**src/rtl/bg_pkg.sv**
```systemverilog
// Shared definitions for the background-layer serial fetch responder:
// channel state encoding, default geometry and frame constants.
package bg_pkg;

  localparam int unsigned DefNLayers = 4;
  localparam int unsigned DefAddrW   = 10;
  localparam int unsigned DefDataW   = 8;

  // Value of the start bit that opens both request and response frames.
  localparam logic StartBit = 1'b1;

  typedef enum logic [2:0] {
    StIdle,
    StShiftIn,
    StPending,
    StWaitMem,
    StShiftOut
  } ch_state_e;

  function automatic int unsigned max_u(input int unsigned a, input int unsigned b);
    return (a > b) ? a : b;
  endfunction

endpackage

```
**src/rtl/bg_serial_fetch_responder_if.sv**
```systemverilog
// Bus bundle between the layer clients / memory and the fetch responder.
// The responder takes the slave modport; the environment takes the master modport.
interface bg_serial_fetch_responder_if
  import bg_pkg::*;
#(
  parameter int unsigned N_LAYERS = DefNLayers,
  parameter int unsigned ADDR_W   = DefAddrW,
  parameter int unsigned DATA_W   = DefDataW
) ();

  logic [N_LAYERS-1:0] addr_i;
  logic [N_LAYERS-1:0] data_o;
  logic                mem_rd_o;
  logic [ADDR_W-1:0]   mem_addr_o;
  logic [DATA_W-1:0]   mem_rdata_i;
  logic [N_LAYERS-1:0] overrun_o;

  modport slave (
    input  addr_i,
    input  mem_rdata_i,
    output data_o,
    output mem_rd_o,
    output mem_addr_o,
    output overrun_o
  );

  modport master (
    output addr_i,
    output mem_rdata_i,
    input  data_o,
    input  mem_rd_o,
    input  mem_addr_o,
    input  overrun_o
  );

endinterface

```
**src/rtl/bg_fetch_channel.sv**
```systemverilog
// One layer channel: deserialises a request address, waits for a grant, captures the
// memory word and serialises it back. BG_FETCH_PARITY_EN appends an even-parity bit.
module bg_fetch_channel
  import bg_pkg::*;
#(
  parameter int unsigned ADDR_W = DefAddrW,
  parameter int unsigned DATA_W = DefDataW
) (
  input  logic              clk,
  input  logic              rst_n,
  input  logic              addr_bit_i,
  input  logic              grant_i,
  input  logic [DATA_W-1:0] rdata_i,
  output logic              pending_o,
  output logic [ADDR_W-1:0] req_addr_o,
  output logic              data_o,
  output logic              overrun_o
);

`ifdef BG_FETCH_PARITY_EN
  localparam int unsigned OutW = DATA_W + 1;
`else
  localparam int unsigned OutW = DATA_W;
`endif
  localparam int unsigned CntW = $clog2(max_u(ADDR_W, OutW) + 1);

  ch_state_e         state_q;
  logic [CntW-1:0]   cnt_q;
  logic [ADDR_W-1:0] addr_q;
  logic [OutW-1:0]   sh_q;
  logic              data_q;
  logic              overrun_q;
  logic              busy;

  assign busy = state_q inside {StPending, StWaitMem, StShiftOut};

  always_ff @(posedge clk or negedge rst_n) begin
    if (!rst_n) begin
      state_q   <= StIdle;
      cnt_q     <= '0;
      addr_q    <= '0;
      sh_q      <= '0;
      data_q    <= 1'b0;
      overrun_q <= 1'b0;
    end else begin
      // A start bit while a request is still in flight is dropped but remembered.
      if (busy && addr_bit_i) begin
        overrun_q <= 1'b1;
      end

      case (state_q)
        StIdle: begin
          if (addr_bit_i == StartBit) begin
            state_q <= StShiftIn;
            cnt_q   <= CntW'(ADDR_W);
          end
        end

        StShiftIn: begin
          addr_q <= {addr_q[ADDR_W-2:0], addr_bit_i};
          cnt_q  <= cnt_q - CntW'(1);
          if (cnt_q == CntW'(1)) begin
            state_q <= StPending;
          end
        end

        StPending: begin
          if (grant_i) begin
            state_q <= StWaitMem;
          end
        end

        // Memory data is valid exactly one cycle after the grant.
        StWaitMem: begin
`ifdef BG_FETCH_PARITY_EN
          sh_q    <= {rdata_i, ^rdata_i};
`else
          sh_q    <= rdata_i;
`endif
          cnt_q   <= CntW'(OutW);
          data_q  <= StartBit;
          state_q <= StShiftOut;
        end

        StShiftOut: begin
          if (cnt_q == '0) begin
            data_q  <= 1'b0;
            state_q <= StIdle;
          end else begin
            data_q <= sh_q[OutW-1];
            sh_q   <= {sh_q[OutW-2:0], 1'b0};
            cnt_q  <= cnt_q - CntW'(1);
          end
        end

        default: state_q <= StIdle;
      endcase
    end
  end

  assign pending_o  = (state_q == StPending);
  assign req_addr_o = addr_q;
  assign data_o     = data_q;
  assign overrun_o  = overrun_q;

endmodule

```
**src/rtl/bg_serial_fetch_responder.sv**
```systemverilog
// Serves N_LAYERS serial fetch channels from one shared memory port using a
// round-robin arbiter. Optional response parity: define BG_FETCH_PARITY_EN.
module bg_serial_fetch_responder
  import bg_pkg::*;
#(
  parameter int unsigned N_LAYERS = DefNLayers,
  parameter int unsigned ADDR_W   = DefAddrW,
  parameter int unsigned DATA_W   = DefDataW
) (
  input logic                         clk,
  input logic                         rst_n,
  bg_serial_fetch_responder_if.slave  bus
);

  localparam int unsigned IdxW = (N_LAYERS > 1) ? $clog2(N_LAYERS) : 1;

  logic [N_LAYERS-1:0] pending;
  logic [N_LAYERS-1:0] grant;
  logic [ADDR_W-1:0]   ch_addr [N_LAYERS];

  logic [IdxW-1:0]     ptr_q;
  logic [IdxW-1:0]     gnt_idx;
  logic [IdxW-1:0]     cand;
  logic                gnt_valid;
  logic [ADDR_W-1:0]   last_addr_q;

  for (genvar k = 0; k < N_LAYERS; k++) begin : g_ch
    bg_fetch_channel #(
      .ADDR_W (ADDR_W),
      .DATA_W (DATA_W)
    ) u_ch (
      .clk        (clk),
      .rst_n      (rst_n),
      .addr_bit_i (bus.addr_i[k]),
      .grant_i    (grant[k]),
      .rdata_i    (bus.mem_rdata_i),
      .pending_o  (pending[k]),
      .req_addr_o (ch_addr[k]),
      .data_o     (bus.data_o[k]),
      .overrun_o  (bus.overrun_o[k])
    );
  end

  // Search starts one past the last granted layer, wrapping round.
  always_comb begin
    gnt_valid = 1'b0;
    gnt_idx   = ptr_q;
    cand      = '0;
    for (int unsigned i = 1; i <= N_LAYERS; i++) begin
      cand = IdxW'((32'(ptr_q) + i) % N_LAYERS);
      if (!gnt_valid && pending[cand]) begin
        gnt_valid = 1'b1;
        gnt_idx   = cand;
      end
    end
  end

  assign grant = gnt_valid ? (N_LAYERS'(1) << gnt_idx) : '0;

  always_ff @(posedge clk or negedge rst_n) begin
    if (!rst_n) begin
      ptr_q       <= IdxW'(N_LAYERS - 1);
      last_addr_q <= '0;
    end else if (gnt_valid) begin
      ptr_q       <= gnt_idx;
      last_addr_q <= ch_addr[gnt_idx];
    end
  end

  assign bus.mem_rd_o   = gnt_valid;
  assign bus.mem_addr_o = gnt_valid ? ch_addr[gnt_idx] : last_addr_q;

endmodule

```
**src/flat_wrapper.sv**
```systemverilog
// flat-port wrapper written by rule: the top's interface ports become plain ports
module bg_serial_fetch_responder_flat import bg_pkg::*;
#(
  parameter int unsigned N_LAYERS = DefNLayers,
  parameter int unsigned ADDR_W   = DefAddrW,
  parameter int unsigned DATA_W   = DefDataW
)
  (clk, rst_n, bus_addr_i, bus_mem_rdata_i, bus_data_o, bus_mem_rd_o, bus_mem_addr_o, bus_overrun_o);
  bg_serial_fetch_responder_if #(.N_LAYERS(N_LAYERS), .ADDR_W(ADDR_W), .DATA_W(DATA_W)) bus_i ();
  input logic clk;
  input logic rst_n;
  input wire logic [$bits(bus_i.addr_i)-1:0] bus_addr_i;
  input wire logic [$bits(bus_i.mem_rdata_i)-1:0] bus_mem_rdata_i;
  output wire logic [$bits(bus_i.data_o)-1:0] bus_data_o;
  output wire logic [$bits(bus_i.mem_rd_o)-1:0] bus_mem_rd_o;
  output wire logic [$bits(bus_i.mem_addr_o)-1:0] bus_mem_addr_o;
  output wire logic [$bits(bus_i.overrun_o)-1:0] bus_overrun_o;
  assign bus_i.addr_i = bus_addr_i;
  assign bus_i.mem_rdata_i = bus_mem_rdata_i;
  assign bus_data_o = bus_i.data_o;
  assign bus_mem_rd_o = bus_i.mem_rd_o;
  assign bus_mem_addr_o = bus_i.mem_addr_o;
  assign bus_overrun_o = bus_i.overrun_o;
  bg_serial_fetch_responder #(.N_LAYERS(N_LAYERS), .ADDR_W(ADDR_W), .DATA_W(DATA_W)) u_core (.clk(clk), .rst_n(rst_n), .bus(bus_i));
endmodule
```
**config.mk**
```make
export PLATFORM = sky130hd
export DESIGN_NAME = bg_serial_fetch_responder_flat
export DESIGN_NICKNAME = d
export VERILOG_FILES = /design/src/rtl/bg_pkg.sv /design/src/rtl/bg_serial_fetch_responder_if.sv /design/src/rtl/bg_fetch_channel.sv /design/src/rtl/bg_serial_fetch_responder.sv /design/src/flat_wrapper.sv
export SDC_FILE = /design/constraint.sdc
export NUM_CORES = 1
export LEC_CHECK = 0
export ABC_AREA = 1
export CAP_MARGIN = 20
export CORE_ASPECT_RATIO = 1.5
export CORE_MARGIN = 4
export CORE_UTILIZATION = 45
export DETAILED_ROUTE_END_ITERATION = 6
export PLACE_DENSITY = 0.61
export SETUP_SLACK_MARGIN = 0.02
export SLEW_MARGIN = 0
export SYNTH_ARGS = -nofsm -noshare
export SYNTH_HDL_FRONTEND = slang
export SYNTH_SLANG_ARGS = --single-unit
```
**constraint.sdc**
```tcl
create_clock -name clk -period 3.8 [get_ports clk]
set_input_delay 0.57 -clock clk [delete_from_list [all_inputs] [get_ports clk]]
set_output_delay 0.57 -clock clk [all_outputs]
set_load 0.02 [all_outputs]
```
**Word level (Yosys, flattened, before mapping)**

Cells that the tools add are included.

- Bits in registers: 120
- Bits of input ports: 14

- Magnitude comparators: 5
- Add/sub/neg operators: 8
- Reduce and logical (&&, ||, !) cells: 42
- Bitwise gates (word level): 1
- Mux-type cells: 69
- Equality and inequality tests: 40
- Shifts and indexed selects: 1

Operator list:

| operator | number |
|---|---|
| $pmux 4 s4 | 4 |
| $pmux 8 s2 | 4 |
| $pmux 3 s5 | 4 |
| $mux 3 | 16 |
| $mux 4 | 9 |
| $mux 8 | 4 |
| $mux 10 | 3 |
| $eq 3x2->1 const B | 8 |
| $ne 2x2->1 const B | 12 |
| $bmux 10 s2 | 1 |
| $eq 4x1->1 const B | 4 |
| $logic_not 4->1 | 4 |
| $ne 2x1->1 const B | 8 |
| $reduce_and 4->1 | 4 |
| $reduce_bool 4->1 | 4 |
| $sub 4x1->4 const B | 4 |
| $eq 3x1->1 const B | 4 |
| $eq 3x3->1 const B | 4 |
| $logic_not 3->1 | 4 |
| $lt 2x3->1 const B | 4 |
| $mux 1 | 12 |
| $reduce_and 3->1 | 4 |
| $reduce_bool 3->1 | 4 |
| $bmux 1 s2 | 4 |
| other kinds (11) | 33 |

**Depth between registers and ports, before layout**

- Word-level depth: 18
- Depth in mapped cells: 16
- Gate-level depth less buffers: 15

**Cells and area by module**

A second synthesis with hierarchy kept.

- Cell total of the unflattened synthesis: 878
- Area total of the unflattened synthesis: 6648.9 µm²

Modules (own cells, without submodules):

| module | instances | cells each | area an instance (µm²) |
|---|---|---|---|
| bg_fetch_channel | 4 | 174 | 1376.3 |
| bg_serial_fetch_responder | 1 | 182 | 1143.6 |

**Worst setup path after synthesis**

Ideal clock, no wire load.

- Path kind: reg-to-output
- Start point: reg u_core.ptr_q[0]
- End point: out bus_mem_addr_o[1]
- Cell stages (with the launch flop): 14
- Arrival time: 1.897 ns
- Required time: 3.230 ns
- Slack: 1.333 ns
- Cells stage by stage: dfstp_2 buf_4 xor2_2 nand2_1 nand2_4 nand3_4 nand2_4 nand2_4 buf_6 o21ai_1 nand2_1 nand2_1 nand2_1 nand2_1

- Longest elaborated chain between the ends: 18

Ends and longest elaborated chain:

| what | line | text |
|---|---|---|
| from (decl) | bg_serial_fetch_responder.sv:21 | `logic [IdxW-1:0] ptr_q;` |
| from (signal assigned) | bg_serial_fetch_responder.sv:62 | `ptr_q <= IdxW'(N_LAYERS - 1);` |
| from (signal assigned) | bg_serial_fetch_responder.sv:65 | `ptr_q <= gnt_idx;` |
| $add 2x1->2 | bg_serial_fetch_responder.sv:50 | `cand = IdxW'((32'(ptr_q) + i) % N_LAYERS);` |
| $bmux 1 s2 | bg_serial_fetch_responder.sv:51 | `if (!gnt_valid && pending[cand]) begin` |
| $mux 1 (not written as such) | bg_serial_fetch_responder.sv:51 |  |
| $mux 1 | bg_serial_fetch_responder.sv:51 |  |
| $logic_not 1->1 | bg_serial_fetch_responder.sv:51 |  |
| $logic_and 1x1->1 | bg_serial_fetch_responder.sv:51 |  |
| $mux 1 | bg_serial_fetch_responder.sv:51 |  |
| $logic_not 1->1 | bg_serial_fetch_responder.sv:51 |  |
| $logic_and 1x1->1 | bg_serial_fetch_responder.sv:51 |  |
| $mux 1 | bg_serial_fetch_responder.sv:51 |  |
| $logic_not 1->1 | bg_serial_fetch_responder.sv:51 |  |
| $logic_and 1x1->1 | bg_serial_fetch_responder.sv:51 |  |
| $mux 2 | bg_serial_fetch_responder.sv:51 |  |
| $not 2->3 (not written as such) | bg_serial_fetch_responder.sv:71 | `assign bus.mem_addr_o = gnt_valid ? ch_addr[gnt_idx] : last_addr_q;` |
| $bmux 10 s2 | bg_serial_fetch_responder.sv:71 |  |
| $mux 10 (not written as such) (2 in series) | bg_serial_fetch_responder.sv:71 |  |
| $mux 10 * | bg_serial_fetch_responder.sv:71 |  |
| to (decl) | flat_wrapper.sv:16 | `output wire logic [$bits(bus_i.mem_addr_o)-1:0] bus_mem_addr_o;` |

Every way passes the cells marked *; elsewhere a longest branch is shown, timed or not. The select of a mux whose other input is x is not followed.

**Worst setup path after layout**

- Start point: reg u_core.ptr_q[0]
- End point: out bus_mem_rd_o

- Longest elaborated chain between the ends: 13

Ends and longest elaborated chain:

| what | line | text |
|---|---|---|
| $add 2x1->2 | bg_serial_fetch_responder.sv:50 |  |
| $bmux 1 s2 | bg_serial_fetch_responder.sv:51 |  |
| $mux 1 (not written as such) | bg_serial_fetch_responder.sv:51 |  |
| $mux 1 | bg_serial_fetch_responder.sv:51 |  |
| $logic_not 1->1 | bg_serial_fetch_responder.sv:51 |  |
| $logic_and 1x1->1 | bg_serial_fetch_responder.sv:51 |  |
| $mux 1 | bg_serial_fetch_responder.sv:51 |  |
| $logic_not 1->1 | bg_serial_fetch_responder.sv:51 |  |
| $logic_and 1x1->1 | bg_serial_fetch_responder.sv:51 |  |
| $mux 1 | bg_serial_fetch_responder.sv:51 |  |
| $logic_not 1->1 | bg_serial_fetch_responder.sv:51 |  |
| $logic_and 1x1->1 | bg_serial_fetch_responder.sv:51 |  |
| $mux 1 * | bg_serial_fetch_responder.sv:51 |  |
| to (decl) | flat_wrapper.sv:15 | `output wire logic [$bits(bus_i.mem_rd_o)-1:0] bus_mem_rd_o;` |

Marked as above.

==> run_results.csv <==
group,metric,value,unit
run_status,status,"complete, no violations",
clocking,clk_pin_slew,0.06,ns
synthesis,yosys_warnings,0,
die,die_h,151.9,um
grt,grt_first_pass_wirelength,24340,um
clocking,cts_root_buffer,"clkbuf_16",
setup_path,crit_top_cell,"nand3_1",
sta,relSlewSlack,0.3858,
die,io_pins,33,
setup_path,ff2ff_path_depth,13,
finish,stdcell_area,7298,um^2
finish,nets,855,
clocking,clock_latency,0.41,ns
placed_design,hpwl,9907,um
die,die_x,103.9,um
sta,fin_hold_ws,0.2691,ns
drt,drt_pass1_iterations,5,
grt,antenna_found_initial,0,
clocking,numCtsBuffers,17,
clocking,cts_buffer_depth,2,
setup_path,cp_cell_sequence,"inv_1 -> nand3_1 -> nand3_1 -> nand2_1 -> nand3_1 -> nor2_1 -> buf_4 -> clkinvlp_4 -> buf_4 -> clkdlybuf4s50_1",
setup_path,endpoint_kind,"output pin",
synthesis,syn_avg_cell_area,7.832,um^2
sta,hold_viol_final,0,
sta,setup_viol,0,
setup_path,critPathArrivalTime,3.08,ns
setup_path,required,3.23,ns
sta,fin_crit,3.649,ns
setup_path,crit_fanout,13,
die,die_area,15780,um^2
drt,drc_errors,0,
finish,antenna_cells,0,
die,coreArea,13530,um^2
setup_path,r2r_start,"u_core.ptr_q[0]$_DFFE_PN1N_",
synthesis,ys_seq_area_frac,0.4839,
drt,detail-route-antenna-nets,0,
die,initial_core_util,0.4589,
setup_path,setup.worst_path.end,"bus_mem_rd_o",
synthesis,synth-compound-area-share,0.1424,
clocking,tritoncts,"yes",
placed_design,place_area,6600,um^2
setup_path,rr_endpoint,"u_core.g_ch[3].u_ch.state_q[0]$_DFFE_PN0P_",
synthesis,synth_nets,819,
placed_design,gp_congestion,0.8396,
drt,wl_per_cell,14.39,um
drt,vias,5227,
setup_path,slowest_stage,"dfstp_2",
grt,gr-total-overflow,0,
synthesis,synth.area.mux_share,0,
drt,drt-total-wl,14450,um
grt,grtUsageTotal,0.1875,
run,maxCapViolCount,0,
sta,worst_slew_pin_slew,0.9152,ns
setup_path,crit_start,"u_core.ptr_q[0]$_DFFE_PN1N_",
synthesis,ys_ff_latch,120,
setup_path,worstSetupStartpointType,"register",
die,row_count,52,
drt,drt_iter0_drc,230,
synthesis,synth_top_family_by_area,"simple AND/OR/NAND/NOR gates",
sta,fin_worst_skew,0.008586,ns
sta,finalCritPeriodShare,0.9604,
synthesis,synth-simple-area-share,0.2290,
synthesis,netlist_area,6211,um^2
sta,clock.fmax,0.2740,GHz
synthesis,ys_types,35,
finish,drive_gt1_frac,0.08195,
setup_path,r2r_setup_slack,1.23,ns
clocking,ctsHtreeMaxLevel,4,
grt,grt_pass1_vias,5216,
clocking,cts_hold_buffers,0,
placed_design,port_buffers,32,
grt,grt_max_degree,67,
drt,routed_via_density,5.206,
synthesis,synth_fa_ha_area_frac,0.02417,
clocking,numClockSinks,120,
finish,synthToLayoutAreaGrowth,17.51,%
setup_path,crit_type,"reg2out",
setup_path,cpPeakStageDelay,0.66,ns
min_path,min_path_type,"in2async",
synthesis,synth_xor_area_frac,0.01229,
synthesis,syn_inst,793,
sta,report.final.slew_viol_count,0,
area by class of cell:
class / instances / area (um^2)
sequential: 120 / 3005
multi-input combinational: 519 / 2584
clock buffer: 20 / 436.7
tap: 162 / 202.7
inverter: 124 / 469.2
fill: 1287 / 6235
timing repair buffer: 47 / 471.7
clock inverter: 12 / 128.9
registers in the layout, summed over array words and instances, names as in the netlist:
| name | flops |
|---|---|
| u_core.g_ch.u_ch.cnt_q | 16 |
| u_core.g_ch.u_ch.sh_q | 32 |
| u_core.g_ch.u_ch.overrun_o | 4 |
| u_core.last_addr_q | 10 |
| u_core.ptr_q | 2 |
| u_core.g_ch.u_ch.state_q | 12 |
| u_core.g_ch.u_ch.data_o | 4 |
| u_core.g_ch.u_ch.req_addr_o | 40 |
worst max-delay path: cells and delay by family, from the launching register on:
family	cells	cell delay (ns)
flip-flops	1	0.66
AND/OR/NAND/NOR	5	0.68
buffers and inverters	5	1.33
cell families (layout without fill, tap and decap cells):
group	after synthesis	in the layout
AO/OA/AOI/OAI	155	155
XOR/XNOR	7	7
adder cells (fa/ha/maj)	12	12
buffers and inverters	156	203
flip-flops	120	120
AND/OR/NAND/NOR	343	345
cells in the final DEF, fill, tap and decap left out, drive strengths merged:
cell	instances
nand2	248
inv	121
dfrtp	118
o21ai	102
nand3	46
nor2	42
o211ai	26
clkdlybuf4s50	21
clkbuf	20
buf	16
ha	12
a21oi	10
dlymetal6s2s	10
clkinv	9
xor2	6
o22ai	5
nand4	5
clkinvlp	4
a31oi	4
o21bai	3
nor3	3
o21a	2
bufinv	2
dfstp	2
xnor2	1
a311oi	1
a211oi	1
nor4	1
a22oi	1
worst min path at each step:
stage | slack, ns | cells after the start | end
2_1_floorplan | 0.27 | 0 | u_core.g_ch[0].u_ch.cnt_q[0]$_DFFE_PN0P_
3_3_place_gp | 0.46 | 2 | u_core.g_ch[0].u_ch.overrun_o$_DFFE_PN0P_
3_5_place_dp | 0.47 | 2 | u_core.last_addr_q[2]$_DFF_PN0_
4_1_cts | 0.32 | 1 | u_core.g_ch[1].u_ch.req_addr_o[5]$_DFFE_PN0P_
5_1_grt | 0.34 | 1 | u_core.g_ch[1].u_ch.req_addr_o[5]$_DFFE_PN0P_
6_report | 0.27 | 1 | u_core.g_ch[1].u_ch.req_addr_o[5]$_DFFE_PN0P_
stage by stage:
step | setup WS [ns] | util | cells | setup TNS, ns
after floorplan | 1.333 | - | 793 | 0
after global placement | 0.4164 | 0.4877 | 962 | 0
after detailed placement | 0.3129 | 0.4877 | 962 | 0
after CTS | 0.03622 | 0.5315 | 996 | 0
after global routing | -0.02071 | 0.5393 | 1004 | -0.02071
final | 0.1505 | 0.5393 | 1004 | 0
metal layers:
metal,vias up,wire length (um),GRT usage
met1,2494,6112,0.2186
met2,110,7504,0.3358
li1,2593,-,-
met3,30,453,0.03820
met4,0,381,0.07414
met5,-,0,0
repair_timing:
action                                 4_1_cts  5_1_grt
gates cloned                                 1        1
setup buffers                                1        6
setup endpoints to repair                   10       11
gates resized for setup                      1       12
pin swaps                                    1        1
endpoints found under the hold margin        0        0
synthesized netlist by cell type, drive strengths merged:
cell type / n / area, um^2
nand2: 246 / 955.9
inv: 122 / 457.9
dfrtp: 118 / 2953
o21ai: 102 / 521.8
nand3: 46 / 242.7
nor2: 42 / 165.2
o211ai: 26 / 195.2
buf: 19 / 157.6
clkbuf: 13 / 48.80
ha: 12 / 150.1
a21oi: 10 / 50.05
xor2: 6 / 60.06
nand4: 5 / 37.53
o22ai: 5 / 31.28
a31oi: 4 / 25.02
nor3: 3 / 15.01
o21bai: 3 / 22.52
clkinv: 2 / 7.510
dfstp: 2 / 52.55
o21a: 2 / 15.01
a211oi: 1 / 7.510
a22oi: 1 / 7.510
a311oi: 1 / 8.760
nor4: 1 / 6.260
xnor2: 1 / 16.27
Power is not shown: default switching activity piles up to over one toggle a cycle in this logic, so the estimate is an artifact.
